==> src/rtl/channel_error_injector.sv <==
// Corrupting channel between the rate-1/2 encoder and the Viterbi decoder.
// Registers each 2-bit symbol, flips bits on a seeded LFSR schedule and keeps statistics.
module channel_error_injector #(
  parameter int          N     = 3,
  parameter logic [31:0] SEED  = 32'hACE1_1234,
  parameter int          CNT_W = 16
) (
  input  logic             clk,
  input  logic             rst,
  input  logic             enable_i,
  input  logic [1:0]       d_in,
  input  logic             inject_en,
  input  logic [1:0]       mode,
  input  logic [1:0]       burst_len,
  input  logic             stats_clr,
  output logic             valid_o,
  output logic [1:0]       d_out,
  output logic             err_o,
  output logic [CNT_W-1:0] sym_ct,
  output logic [CNT_W-1:0] bad_bit_ct
);

  localparam logic [31:0] TAPS      = 32'h8020_0003;
  localparam logic [31:0] SEED_EFF  = (SEED == 32'h0) ? 32'h1 : SEED;
  // An all-zero trigger mask makes every symbol a trigger (N=0).
  localparam logic [31:0] TRIG_MASK = (N <= 0) ? 32'h0 : (32'hFFFF_FFFF >> (32 - N));

  localparam logic [0:0] IDLE  = 1'b0;
  localparam logic [0:0] BURST = 1'b1;

  localparam logic [1:0] MODE_BIT1  = 2'b01;
  localparam logic [1:0] MODE_BOTH  = 2'b10;
  localparam logic [1:0] MODE_BURST = 2'b11;

  logic [31:0]      lfsr;
  logic [31:0]      lfsr_next;
  logic [0:0]       state;
  logic [0:0]       state_next;
  logic [1:0]       rem;
  logic [1:0]       rem_next;
  logic [1:0]       rem_load;
  logic             trig;
  logic [1:0]       mask;
  logic [CNT_W-1:0] sym_next;
  logic [CNT_W:0]   bad_sum;
  logic [CNT_W-1:0] bad_next;

  assign lfsr_next = {1'b0, lfsr[31:1]} ^ (lfsr[0] ? TAPS : 32'h0);
  assign trig      = ((lfsr & TRIG_MASK) == TRIG_MASK);
  assign rem_load  = (burst_len == 2'd0) ? 2'd0 : burst_len - 2'd1;

  // Leaving burst mode (or disabling injection) aborts any burst in progress.
  always_comb begin
    mask       = 2'b00;
    state_next = IDLE;
    rem_next   = 2'd0;
    if (inject_en) begin
      case (mode)
        MODE_BIT1: mask = trig ? 2'b10 : 2'b00;
        MODE_BOTH: mask = trig ? 2'b11 : 2'b00;
        MODE_BURST: begin
          if (state == BURST) begin
            mask       = 2'b11;
            rem_next   = rem - 2'd1;
            state_next = (rem == 2'd1) ? IDLE : BURST;
          end else if (trig) begin
            mask       = 2'b11;
            rem_next   = rem_load;
            state_next = (rem_load != 2'd0) ? BURST : IDLE;
          end
        end
        default: mask = 2'b00;
      endcase
    end
  end

  assign sym_next = (&sym_ct) ? sym_ct : sym_ct + {{(CNT_W-1){1'b0}}, 1'b1};
  assign bad_sum  = {1'b0, bad_bit_ct} + (CNT_W+1)'(mask[1]) + (CNT_W+1)'(mask[0]);
  assign bad_next = bad_sum[CNT_W] ? {CNT_W{1'b1}} : bad_sum[CNT_W-1:0];

  always_ff @(posedge clk or negedge rst) begin
    if (!rst) begin
      valid_o <= 1'b0;
      d_out   <= 2'b00;
      err_o   <= 1'b0;
      lfsr    <= SEED_EFF;
      state   <= IDLE;
      rem     <= 2'd0;
    end else begin
      valid_o <= enable_i;
      if (enable_i) begin
        d_out <= d_in ^ mask;
        err_o <= |mask;
        lfsr  <= lfsr_next;
        state <= state_next;
        rem   <= rem_next;
      end
    end
  end

  always_ff @(posedge clk or negedge rst) begin
    if (!rst) begin
      sym_ct     <= '0;
      bad_bit_ct <= '0;
    end else if (stats_clr) begin
      sym_ct     <= '0;
      bad_bit_ct <= '0;
    end else if (enable_i) begin
      sym_ct     <= sym_next;
      bad_bit_ct <= bad_next;
    end
  end

endmodule

==> config.mk <==
export PLATFORM = sky130hd
export DESIGN_NAME = channel_error_injector
export DESIGN_NICKNAME = d
export VERILOG_FILES = /design/src/rtl/channel_error_injector.sv
export SDC_FILE = /design/constraint.sdc
export NUM_CORES = 1
export LEC_CHECK = 0
export BUFFER_PORTS_ARGS = -buffer_cell sky130_fd_sc_hd__buf_2
export CAP_MARGIN = 20
export CORE_ASPECT_RATIO = 1.25
export CORE_MARGIN = 5
export CORE_UTILIZATION = 30
export DETAILED_ROUTE_END_ITERATION = 16
export SYNTH_ARGS = -nofsm -noshare
export SYNTH_HDL_FRONTEND = slang
export SYNTH_SLANG_ARGS = --single-unit
export TNS_END_PERCENT = 5
==> constraint.sdc <==
create_clock -name clk -period 3.95 [get_ports clk]
set_input_delay 0.395 -clock clk [delete_from_list [all_inputs] [get_ports clk]]
set_output_delay 0.395 -clock clk [all_outputs]
set_load 0.1 [all_outputs]
Word level (Yosys, flattened, before mapping). Index checks and enable logic that the tools add are counted.

Register bits after elaboration: 71. Word-level logic and storage cells: 50. Output and inout bits: 36.

Multiplexer cells: 23. $add $sub $neg: 5. Equal/unequal tests: 6. Bitwise operators: 2. Reduce and logical (&&, ||, !) cells: 6.

Operator list (count): 16-bit two-way mux (6); 32-bit two-way mux (1); 31-bit by 32-bit XOR with 32-bit output (1); 2-bit two-way mux (9); 16-bit by 1-bit adder with 17-bit output (1); 17-bit by 1-bit adder with 17-bit output (1); 16-bit by 1-bit adder with 16-bit output (second input constant) (1); 16-bit AND reduction (1); 1-bit two-way mux (6); 2-bit case mux with 3 select lines (1); 2-bit by 1-bit equality test with 1-bit output (second input constant) (2); 2-bit equality test (second input constant) (2); 2-bit nonzero test (2); 2-bit by 1-bit subtractor with 2-bit output (second input constant) (2); 3-bit equality test (second input constant) (1); 2-bit logical NOT (1); 2-bit inequality test (second input constant) (1); 2-bit AND reduction (1); 2-bit OR reduction (1); 2-bit XOR (1).

Depth between registers and ports, before layout. Gate-level depths: netlist (run 1).

Depth after elaboration: 10. Depth in mapped cells: 12.

Worst setup path before layout (run 1). No wires, ideal clock.

Path kind: register to register. Start point: register bad_bit_ct[0]. End point: register bad_bit_ct[0]. Setup time: 0.100 ns. Required time: 3.850 ns. Data arrival time: 2.760 ns. Slack: 1.091 ns. Stages on the path, launching flop included: 10. Path through: dfrtp_1 -> inv_1 -> fa_1 -> inv_1 -> ha_1 -> and3_1 -> and3_1 -> buf_2 -> nand4_2 -> a311oi_1.

Longest elaborated chain between the ends: 5.

RTL lines: from (decl) (RTL line 20) `output logic [CNT_W-1:0] bad_bit_ct`; from (signal assigned) (RTL line 110) `bad_bit_ct <= bad_next;`; 16-bit by 1-bit adder with 17-bit output (RTL line 78) `assign bad_sum = {1'b0, bad_bit_ct} + (CNT_W+1)'(mask[1]) + (CNT_W+1)'(mask[0]);`; 17-bit by 1-bit adder with 17-bit output (RTL line 78); 16-bit two-way mux (RTL line 79) `assign bad_next = bad_sum[CNT_W] ? {CNT_W{1'b1}} : bad_sum[CNT_W-1:0];`; 16-bit two-way mux (RTL line 108) `end else if (enable_i) begin`; 16-bit two-way mux (RTL line 105) `end else if (stats_clr) begin`.

Every way passes these cells. The select of a mux whose other input is x is not followed. A chain may end at the register's enable or synchronous reset.

Worst setup path in the final report (run 1).
Start point: register lfsr[0]. End point: register bad_bit_ct[7].

Longest elaborated chain between the ends: 10.

RTL lines: from (decl) (RTL line 35) `logic [31:0] lfsr;`; from (signal assigned) (RTL line 94) `lfsr <= lfsr_next;`; 3-bit equality test * (RTL line 49) `assign trig = ((lfsr & TRIG_MASK) == TRIG_MASK);`; 2-bit two-way mux (RTL line 60, 66); 2-bit two-way mux (RTL line 62) `if (state == BURST) begin`; 2-bit case mux with 3 select lines * (RTL line 58) `case (mode)`; 2-bit two-way mux * (RTL line 57) `if (inject_en) begin`; 16-bit by 1-bit adder with 17-bit output (RTL line 78); 17-bit by 1-bit adder with 17-bit output * (RTL line 78); 16-bit two-way mux * (RTL line 79); 16-bit two-way mux * (RTL line 108); 16-bit two-way mux * (RTL line 105).

Mark *: on every way between the ends. The rest lies on a longest branch, timed or not. The select of a mux whose other input is x is not followed.

==> impl_metrics.toml, run 1 <==
[outcome]
status = "finished clean"

[grt]
grt_pass1_wl_um = 12500
antenna_found_initial = 0
grt_max_degree = 71
grt.total_usage_pct = 11.1
grt_overflow_total = 0
grt_pass1_vias = 2587

[logic_synthesis]
synth_nets = 331
async_flop_share_pct = 100
yosys_warnings = 0
synth_edf_count = 0
synthDistinctLibCells = 53
syn_avg_cell_area_um2 = 11.0
seq_area_frac_synth_pct = 51.9
synthFlopType = "dfrtp_1"
syn-instance-count = 315
syn_area_um2 = 3450
ys_ff_latch = 71

[setup_path]
critPathMaxFanout = 7
worstSetupPathType = "reg2reg"
end_kind = "register"
crit_path_start_kind = "register"
crit_arrival_ns = 3.47
cp.required_ns = 4.17

[run]
drv_cap = 0

[sta]
timing.fmax_mhz = 308
max-slew-margin-rel_pct = 51.5
period_share_pct = 82.1
drv_slew = 0
setup_viol = 0
final_hold_viol_count = 0
worst_pin_slew_ns = 0.727
finalSetupTns_ns = 0
skew_ns = 0.00866
rsz0062_at_grt = "no"
finalCriticalPeriod_ns = 3.24

[finish]
fillCellCount = 1122
drive_gt1_share_pct = 32.3
most-common-layout-cells = "dfrtp_1, buf_2, mux2_2"
area_delta_synth_final_pct = 19.3
nNetsFinal = 373
final_util_pct = 36.8
layout_commonest_cell = "dfrtp_1"
num_antenna_cells = 0

[route]
wl_per_cell_um = 14.7
drc = 0
postRouteAntennaNets = 0
wl_um = 7310
vias = 2626
drt-initial-drc-count = 84
first_pass_iters = 4
vias_per_cell = 5.28

[power]
total_power_uw = 2230
leakagePower_uw = 0.00175
power.density_nw_per_um2 = 542
peakVddDrop_mv = 0.278

[floorplan]
die-area_um2 = 13800
die_w_um = 106
core_area_um2 = 11200
initial_utilization_pct = 30.9
pin_count = 47
num_rows = 43
die_y_um = 130

[placed_design]
place.gp.congestion = 0.784
dp_hpwl_um = 5050
portBuffers = 46

[clocking]
root_buffer = "clkbuf_16"
cts_sinks = 71
cts_setup_buffers = 0
cts_buffer_depth = 2
h-tree-depth = 3
clk_pin_slew_ns = 0.06
clk_latency_ns = 0.32
numCtsBuffers = 9
cts_resized = 0
cts_tree = "done"
holdBufCountCts = 0

[worst_hold_path]
hp-class = "in2reg"
-- state kept, by name (all words and copies together), names as in the netlist --
register / count
bad_bit_ct: 16
d_out: 2
err_o: 1
lfsr: 32
rem: 2
state: 1
sym_ct: 16
valid_o: 1
-- layout make-up --
cell class / instances / area, µm² / area share (%)
sequential: 71 / 1790 / 43.5
multi-input combinational: 211 / 1520 / 36.9
timing repair buffer: 52 / 290 / 7.04
clock buffer: 13 / 260 / 6.31
tap: 135 / 169 / 4.10
inverter: 12 / 45.0 / 1.09
clock inverter: 3 / 42.5 / 1.03
-- worst max-delay path, stage by stage, from the launching register on --
cell	delay [ns]
dfrtp_1	0.42
ha_1	0.22
o211ai_1	0.10
a21boi_0	0.42
inv_1	0.13
fa_1	0.41
inv_1	0.10
ha_1	0.22
nand4_1	0.15
nor4_2	0.59
nor3_1	0.12
nor4_1	0.26
-- final timing paths --
check                         start       endpoint  slack, ns  cells past startpoint
max reg2reg                 lfsr[0]  bad_bit_ct[7]       0.71                     11
min in group asynchronous       rst      sym_ct[8]       0.42                      2
min reg2reg                lfsr[17]       lfsr[17]       0.50                      1
min                        enable_i        valid_o       0.24                      1
max                         lfsr[0]  bad_bit_ct[7]       0.71                     11
max in group asynchronous       rst       lfsr[16]       2.75                      4
-- layer usage --
metal / wire (µm) / global-route usage (%) / vias up
met1: 3420 / 13.6 / 1313
met4: 75 / 3.96 / 0
met2: 3580 / 19.1 / 39
met3: 233 / 2.87 / 5
met5: 0 / 0 / -
li1: - / - / 1269
-- synth_stat cells (10+ instances only) --
library cell  count  area share (%)
clkbuf_1         10             1.1
nand4_1          10             1.8
nand3_1          11             1.6
a21oi_1          19             2.8
dfstp_2          13             9.9
nor2_1           22             2.4
nand2_1          11             1.2
dfrtp_1          58              42
inv_1            12             1.3
mux2_2           34              11
nor3_1           11             1.6
-- through the flow --
stage | setup WS [ns] | instances | area [µm²] | hold slack, ns
after detailed placement | 0.684 | 479 | 3790 | 0.491
after global routing | 0.338 | 497 | 4120 | 0.230
final | 0.706 | 497 | 4120 | 0.241
after global placement | 0.874 | 479 | 3790 | 0.482
after floorplan | 1.09 | 315 | 3450 | 0.0994
after CTS | 0.673 | 495 | 4090 | 0.231
-- logic make-up after synthesis --
| group | count (synthesis) | share of synthesized area, % |
|---|---|---|
| AOI/OAI and AO/OA | 61 | 11.9 |
| and+or+nand+nor | 106 | 17.7 |
| adders and majority gates | 5 | 2.03 |
| buffers and inverters | 33 | 4.06 |
| xor gates and xnor gates | 4 | 1.01 |
| DFF | 71 | 51.9 |
| muxes | 35 | 11.4 |
-- power by group --
| group | internal, µW | switching (µW) | leakage (µW) |
|---|---|---|---|
| clock | 522 | 285 | 0.000146 |
| combinational | 184 | 192 | 0.000715 |
| sequential | 953 | 95.8 | 0.000888 |
| total | 1660 | 572 | 0.00175 |
Power figures use the tool's default switching activity.
==> inputs of run 2 (changes only) <==
--- a/config.mk
+++ b/config.mk
@@ -5,6 +5,7 @@
 export SDC_FILE = /design/constraint.sdc
 export NUM_CORES = 1
 export LEC_CHECK = 0
+export ABC_AREA = 1
 export BUFFER_PORTS_ARGS = -buffer_cell sky130_fd_sc_hd__buf_2
 export CAP_MARGIN = 20
 export CORE_ASPECT_RATIO = 1.25
==> constraint.sdc (replaced) <==
create_clock -name clk -period 3 [get_ports clk]
set_input_delay 0.3 -clock clk [delete_from_list [all_inputs] [get_ports clk]]
set_output_delay 0.3 -clock clk [all_outputs]
set_load 0.1 [all_outputs]
==> run 2 against run 1 <==
Effect of this change:
- combinational power decreased by 28%
- non-clock buffer count decreased by 2
- final cell count increased by 43%
- maximum frequency increased by 22%
- routed wire length increased by 19%
- global-route usage increased by 1.8 points
- worst setup slack got worse by 0.36 ns
==> impl_metrics.toml, run 2 <==
[outcome]
status = "finished clean"

[setup_path]
crit_path_start_kind = "register"
cp.required_ns = 3.27
crit_arrival_ns = 2.93
worstSetupStartpoint = "lfsr[0]"
rr_worst_depth = 17
worstSetupPathType = "reg2reg"
critPathMaxFanout = 7
r2r-start = "lfsr[0]"
end_kind = "register"

[logic_synthesis]
synthFlopType = "dfrtp_1"
syn-instance-count = 494
yosysTopAreaCellShare_pct = 38.8
synth.most_common_cell = "nand2_1"
syn_avg_cell_area_um2 = 7.58
synthDistinctLibCells = 32
synth_top_area_cell = "dfrtp_1"
synth.cells.most_frequent = "nand2_1, dfrtp_1, inv_1"
synth_top_cells_by_area = "dfrtp_1, nand2_1, dfstp_2"
syn_area_um2 = 3740
yosys_warnings = 0
synth_edf_count = 0
ys_ff_latch = 71
synth_nets = 510
async_flop_share_pct = 100
seq_area_frac_synth_pct = 47.9

[route]
wl_per_cell_um = 12.2
postRouteAntennaNets = 0
drt-initial-drc-count = 159
first_pass_iters = 4
vias = 3272
wl_um = 8680
vias_per_cell = 4.60
drc = 0

[placed_design]
dp_hpwl_um = 6150
postPlaceCellArea_um2 = 4130
pre_cts_ws_ns = 0.219
portBuffers = 46
place.gp.congestion = 0.858

[sta]
skew_ns = 0.00596
final_hold_viol_count = 0
rsz0062_at_grt = "yes"
timing.fmax_mhz = 376
worst_pin_slew_ns = 1.01
drv_slew = 0
setup_viol = 0
timing.final.ws_setup_ns = 0.342
finalCriticalPeriod_ns = 2.66
max-slew-margin-rel_pct = 32.7
period_share_pct = 88.6

[grt]
grt_pass1_vias = 3334
grt.total_usage_pct = 12.9
antenna_found_initial = 1
grt_max_degree = 72
grt_pass1_wl_um = 15400
grt_overflow_total = 0

[finish]
layout_commonest_cell = "nand2_1"
area_delta_synth_final_pct = 20.0
num_antenna_cells = 0
most-common-layout-cells = "nand2_1, dfrtp_1, buf_2"
reg_top3 = "lfsr (32), bad_bit_ct (16), sym_ct (16)"
largest_reg_flops = 32
drive_gt1_share_pct = 19.2
fillCellCount = 1290
nNetsFinal = 558
regMostFlops = "lfsr"
finalInstanceArea_um2 = 4490

[floorplan]
die_y_um = 135
die-area_um2 = 14800
pin_count = 47
initial_utilization_pct = 30.7
num_rows = 45
die_w_um = 110
core_area_um2 = 12200

[run]
drv_cap = 0

[power]
p_comb_share_pct = 10.0
leakagePower_uw = 0.00224
power.density_nw_per_um2 = 599
p_clk_share_pct = 45.8
switching_power_uw = 662
p_seq_share_pct = 44.2
internal_power_uw = 2030
peakVddDrop_mv = 0.262
switching_share_pct = 24.6

[clocking]
h-tree-depth = 3
numCtsBuffers = 9
cts_tree = "done"
cts_sinks = 71
root_buffer = "clkbuf_16"
cts_buffer_depth = 2
clk_pin_slew_ns = 0.06
cts_resized = 0
clk_latency_ns = 0.33
holdBufCountCts = 0
cts_setup_buffers = 0

[worst_hold_path]
hp-class = "in2async"
[run 2: worst max-delay path, stage by stage, from the launching register on]
cell and delay, ns:
dfrtp_1 0.44, ha_1 0.17, nand2_1 0.05, inv_1 0.10
nand3_1 0.11, nand3_1 0.13, inv_1 0.07, fa_1 0.40
inv_1 0.09, ha_1 0.16, nand2_1 0.08, inv_1 0.09
nand2_1 0.09, nor2_2 0.17, nand3_2 0.18, o21ai_0 0.14
nand2_1 0.07, nand2_1 0.05
[run 2: metal layers]
layer  vias to the layer above  share of wire, %  track usage (%)
met1                      1534                44             15.4
met5                         -              0.13                0
met3                        21               3.6             2.49
li1                       1646                 -                -
met4                         2               3.0             7.62
met2                        69                49             21.4
[run 2: per-stage QoR]
stage | instances | hold slack [ns] | total power (µW) | util [%] | TNS [ns]
after floorplan | 494 | 0.00441 | 1390 | - | 0
final | 711 | 0.163 | 2690 | 36.8 | 0
after detailed placement | 695 | 0.454 | 1480 | 33.8 | 0
after global routing | 711 | 0.279 | 2830 | 36.8 | -0.0208
after CTS | 711 | 0.225 | 2730 | 36.7 | 0
after global placement | 695 | 0.453 | 1470 | 33.8 | 0
[run 2: power groups by stage]
stage / combinational [µW] / sequential [µW] / clock, µW
6_report: 269 / 1190 / 1230
5_1_grt: 318 / 1210 / 1300
4_1_cts: 276 / 1190 / 1260
3_5_place_dp: 276 / 1200 / 0
3_3_place_gp: 268 / 1200 / 0
2_1_floorplan: 160 / 1230 / 0
[run 2: worst paths after layout]
kind | to | slack [ns]
worst max register to register | bad_bit_ct[10] | 0.34
worst min-delay path | lfsr[3] | 0.16
max in group asynchronous | sym_ct[15] | 2.23
worst max-delay path | bad_bit_ct[10] | 0.34
worst min register to register | lfsr[4] | 0.46
min in group clk | d_out[1] | 0.26
[run 2: final cells by class]
class	count	area (µm²)	share of cell area, %
Sequential cell	71	1790	39.9
Multi-Input combinational cell	366	1720	38.3
Timing Repair Buffer	50	260	5.79
Clock buffer	10	239	5.32
Tap cell	164	205	4.57
Inverter	44	165	3.68
Clock inverter	6	108	2.39
[run 2: logic make-up (layout without fill, tap and decap cells)]
| kind of cell | after synthesis | in the layout | share of synthesized area, % |
|---|---|---|---|
| and+or+nand+nor | 305 | 305 | 34.1 |
| DFF | 71 | 71 | 47.9 |
| buffers and inverters | 57 | 110 | 6.52 |
| AOI/OAI and AO/OA | 44 | 44 | 6.82 |
| xor gates and xnor gates | 12 | 12 | 2.81 |
| adders and majority gates | 5 | 5 | 1.87 |
==> inputs of run 3 (changes only) <==
--- a/config.mk
+++ b/config.mk
@@ -12,6 +12,7 @@
 export CORE_MARGIN = 5
 export CORE_UTILIZATION = 30
 export DETAILED_ROUTE_END_ITERATION = 16
+export PLACE_DENSITY = 0.52
 export SYNTH_ARGS = -nofsm -noshare
 export SYNTH_HDL_FRONTEND = slang
 export SYNTH_SLANG_ARGS = --single-unit
==> run 3 against run 2 <==
Effect of this change:
- routed wire length rose by 0.99%
- combinational power barely moved
- first-iteration DRC count fell by 19%
- critical path depth did not move
- global-route usage fell by 0.10 points
- critical path type unchanged
- worst hold slack got worse by 0.080 ns
- sequential power barely moved
- register-to-register slack improved by 0.05 ns
==> impl_metrics.toml, run 3 (same netlist as run 2, synthesis figures left out) <==
[setup_path]
crit_path_start_kind = "register"
worstSetupPathType = "reg2reg"
r2r-start = "lfsr[0]"
critPathMaxFanout = 7
slowest_stage = "dfrtp_1"
path_common_cell = "inv_1"
slowest_delay_ns = 0.43
cp.required_ns = 3.25
end_kind = "register"
critical-path-top-delay-family = "simple AND/OR/NAND/NOR gates"
worstSetupStartpoint = "lfsr[0]"
crit_chain = "ha_1, nand2_1, inv_1, nand3_1, nand3_1, inv_1, fa_1, inv_1, ha_1, nand2_1, inv_1, nand2_1, nor2_2, inv_1, nor2_4, o21ai_1, o21ai_0"
crit_arrival_ns = 2.85
worst-path-buf-inv = 5

[power]
power.density_nw_per_um2 = 563
peakVddDrop_mv = 0.257
leakagePower_uw = 0.00221

[finish]
largest_reg_flops = 32
num_antenna_cells = 0
most-common-layout-cells = "nand2_1, dfrtp_1, buf_2"
fillCellCount = 1322
regMostFlops = "lfsr"
layout_commonest_cell = "nand2_1"
final_util_pct = 36.2
reg_top3 = "lfsr (32), bad_bit_ct (16), sym_ct (16)"
drive_gt1_share_pct = 18.5
nNetsFinal = 557
area_delta_synth_final_pct = 18.2
finalInstanceArea_um2 = 4430
instances_no_fill = 710

[clocking]
clk_pin_slew_ns = 0.06
cts_setup_buffers = 0
clk_latency_ns = 0.34
holdBufCountCts = 0
cts_resized = 0
numCtsBuffers = 9
cts_buffer_depth = 2
cts_sinks = 71
cts_tree = "done"
h-tree-depth = 3
root_buffer = "clkbuf_16"

[sta]
skew_ns = 0.00740
finalHoldWorstSlack_ns = 0.0831
timing.final.ws_setup_ns = 0.397
setup_viol = 0
max-slew-margin-rel_pct = 30.7
worst_pin_slew_ns = 1.04
final_hold_viol_count = 0
timing.fmax_mhz = 384
finalCriticalPeriod_ns = 2.60
period_share_pct = 86.8
drv_slew = 0

[route]
wl_um = 8770
drc = 0
postRouteAntennaNets = 0
drt-initial-drc-count = 128
wl_per_cell_um = 12.3
vias_per_cell = 4.49
first_pass_iters = 6
vias = 3191

[placed_design]
place_inst = 694
portBuffers = 46
place.gp.congestion = 0.828
dp_hpwl_um = 6060
pre_cts_ws_ns = 0.273
postPlaceCellArea_um2 = 4130

[grt]
grt_overflow_total = 0
grt_pass1_vias = 3157
grt.total_usage_pct = 12.8
grt_max_degree = 72
antenna_found_initial = 0
grt_pass1_wl_um = 15200

[floorplan]
die_w_um = 110
num_rows = 45
initial_utilization_pct = 30.7
die-area_um2 = 14800
die_y_um = 135
core_area_um2 = 12200
pin_count = 47

[outcome]
status = "finished clean"

[run]
drv_cap = 0

[worst_hold_path]
hp-class = "in2async"
==> run 3: cell types whose count changed in the layout (fill, tap and decap cells not counted), sizes merged <==
cell | before | now
bufinv | 3 | 1
clkbuf | 10 | 12
buf | 50 | 49
==> run 3: final timing paths <==
check                                  to  slack, ns  cells past startpoint
setup / recovery            bad_bit_ct[3]       0.40                     17
hold / removal                   lfsr[17]       0.08                      1
setup reg to reg            bad_bit_ct[3]       0.40                     17
hold reg to reg                  lfsr[16]       0.46                      2
max in group asynchronous  bad_bit_ct[12]       2.29                      1
min in group clk                  valid_o       0.25                      1
==> run 3: worst register-to-register path, cell delays in order (launching register included) <==
cell	delay (ns)
dfrtp_1	0.43
ha_1	0.17
nand2_1	0.04
inv_1	0.10
nand3_1	0.10
nand3_1	0.13
inv_1	0.07
fa_1	0.39
inv_1	0.09
ha_1	0.16
nand2_1	0.08
inv_1	0.08
nand2_1	0.08
nor2_2	0.17
inv_1	0.10
nor2_4	0.16
o21ai_1	0.08
o21ai_0	0.08
==> run 3: layer usage <==
metal	vias up	share of wire (%)	GRT usage [%]
li1	1643	-	-
met1	1488	45	15.4
met2	47	48	21.3
met3	13	4.7	3.63
met4	0	1.7	5.47
met5	-	0	0
==> run 3: area by class of cell <==
class,instances,area (µm²),share of cell area [%]
clock inverter,4,47.5,1.07
timing repair buffer,49,255,5.77
inverter,44,165,3.73
clock buffer,12,236,5.34
tap,164,205,4.64
sequential,71,1790,40.5
multi-input combinational,366,1720,38.9
==> run 3: metrics by stage <==
stage	power (µW)	TNS [ns]
2_1_floorplan	1390	0
3_3_place_gp	1470	0
3_5_place_dp	1480	0
4_1_cts	2540	0
5_1_grt	2620	-0.0145
6_report	2490	0
==> run 3: power by group <==
part / switching, µW / internal, µW
combinational: 183 / 84.5
clock: 396 / 641
sequential: 73.5 / 1110
total: 653 / 1840
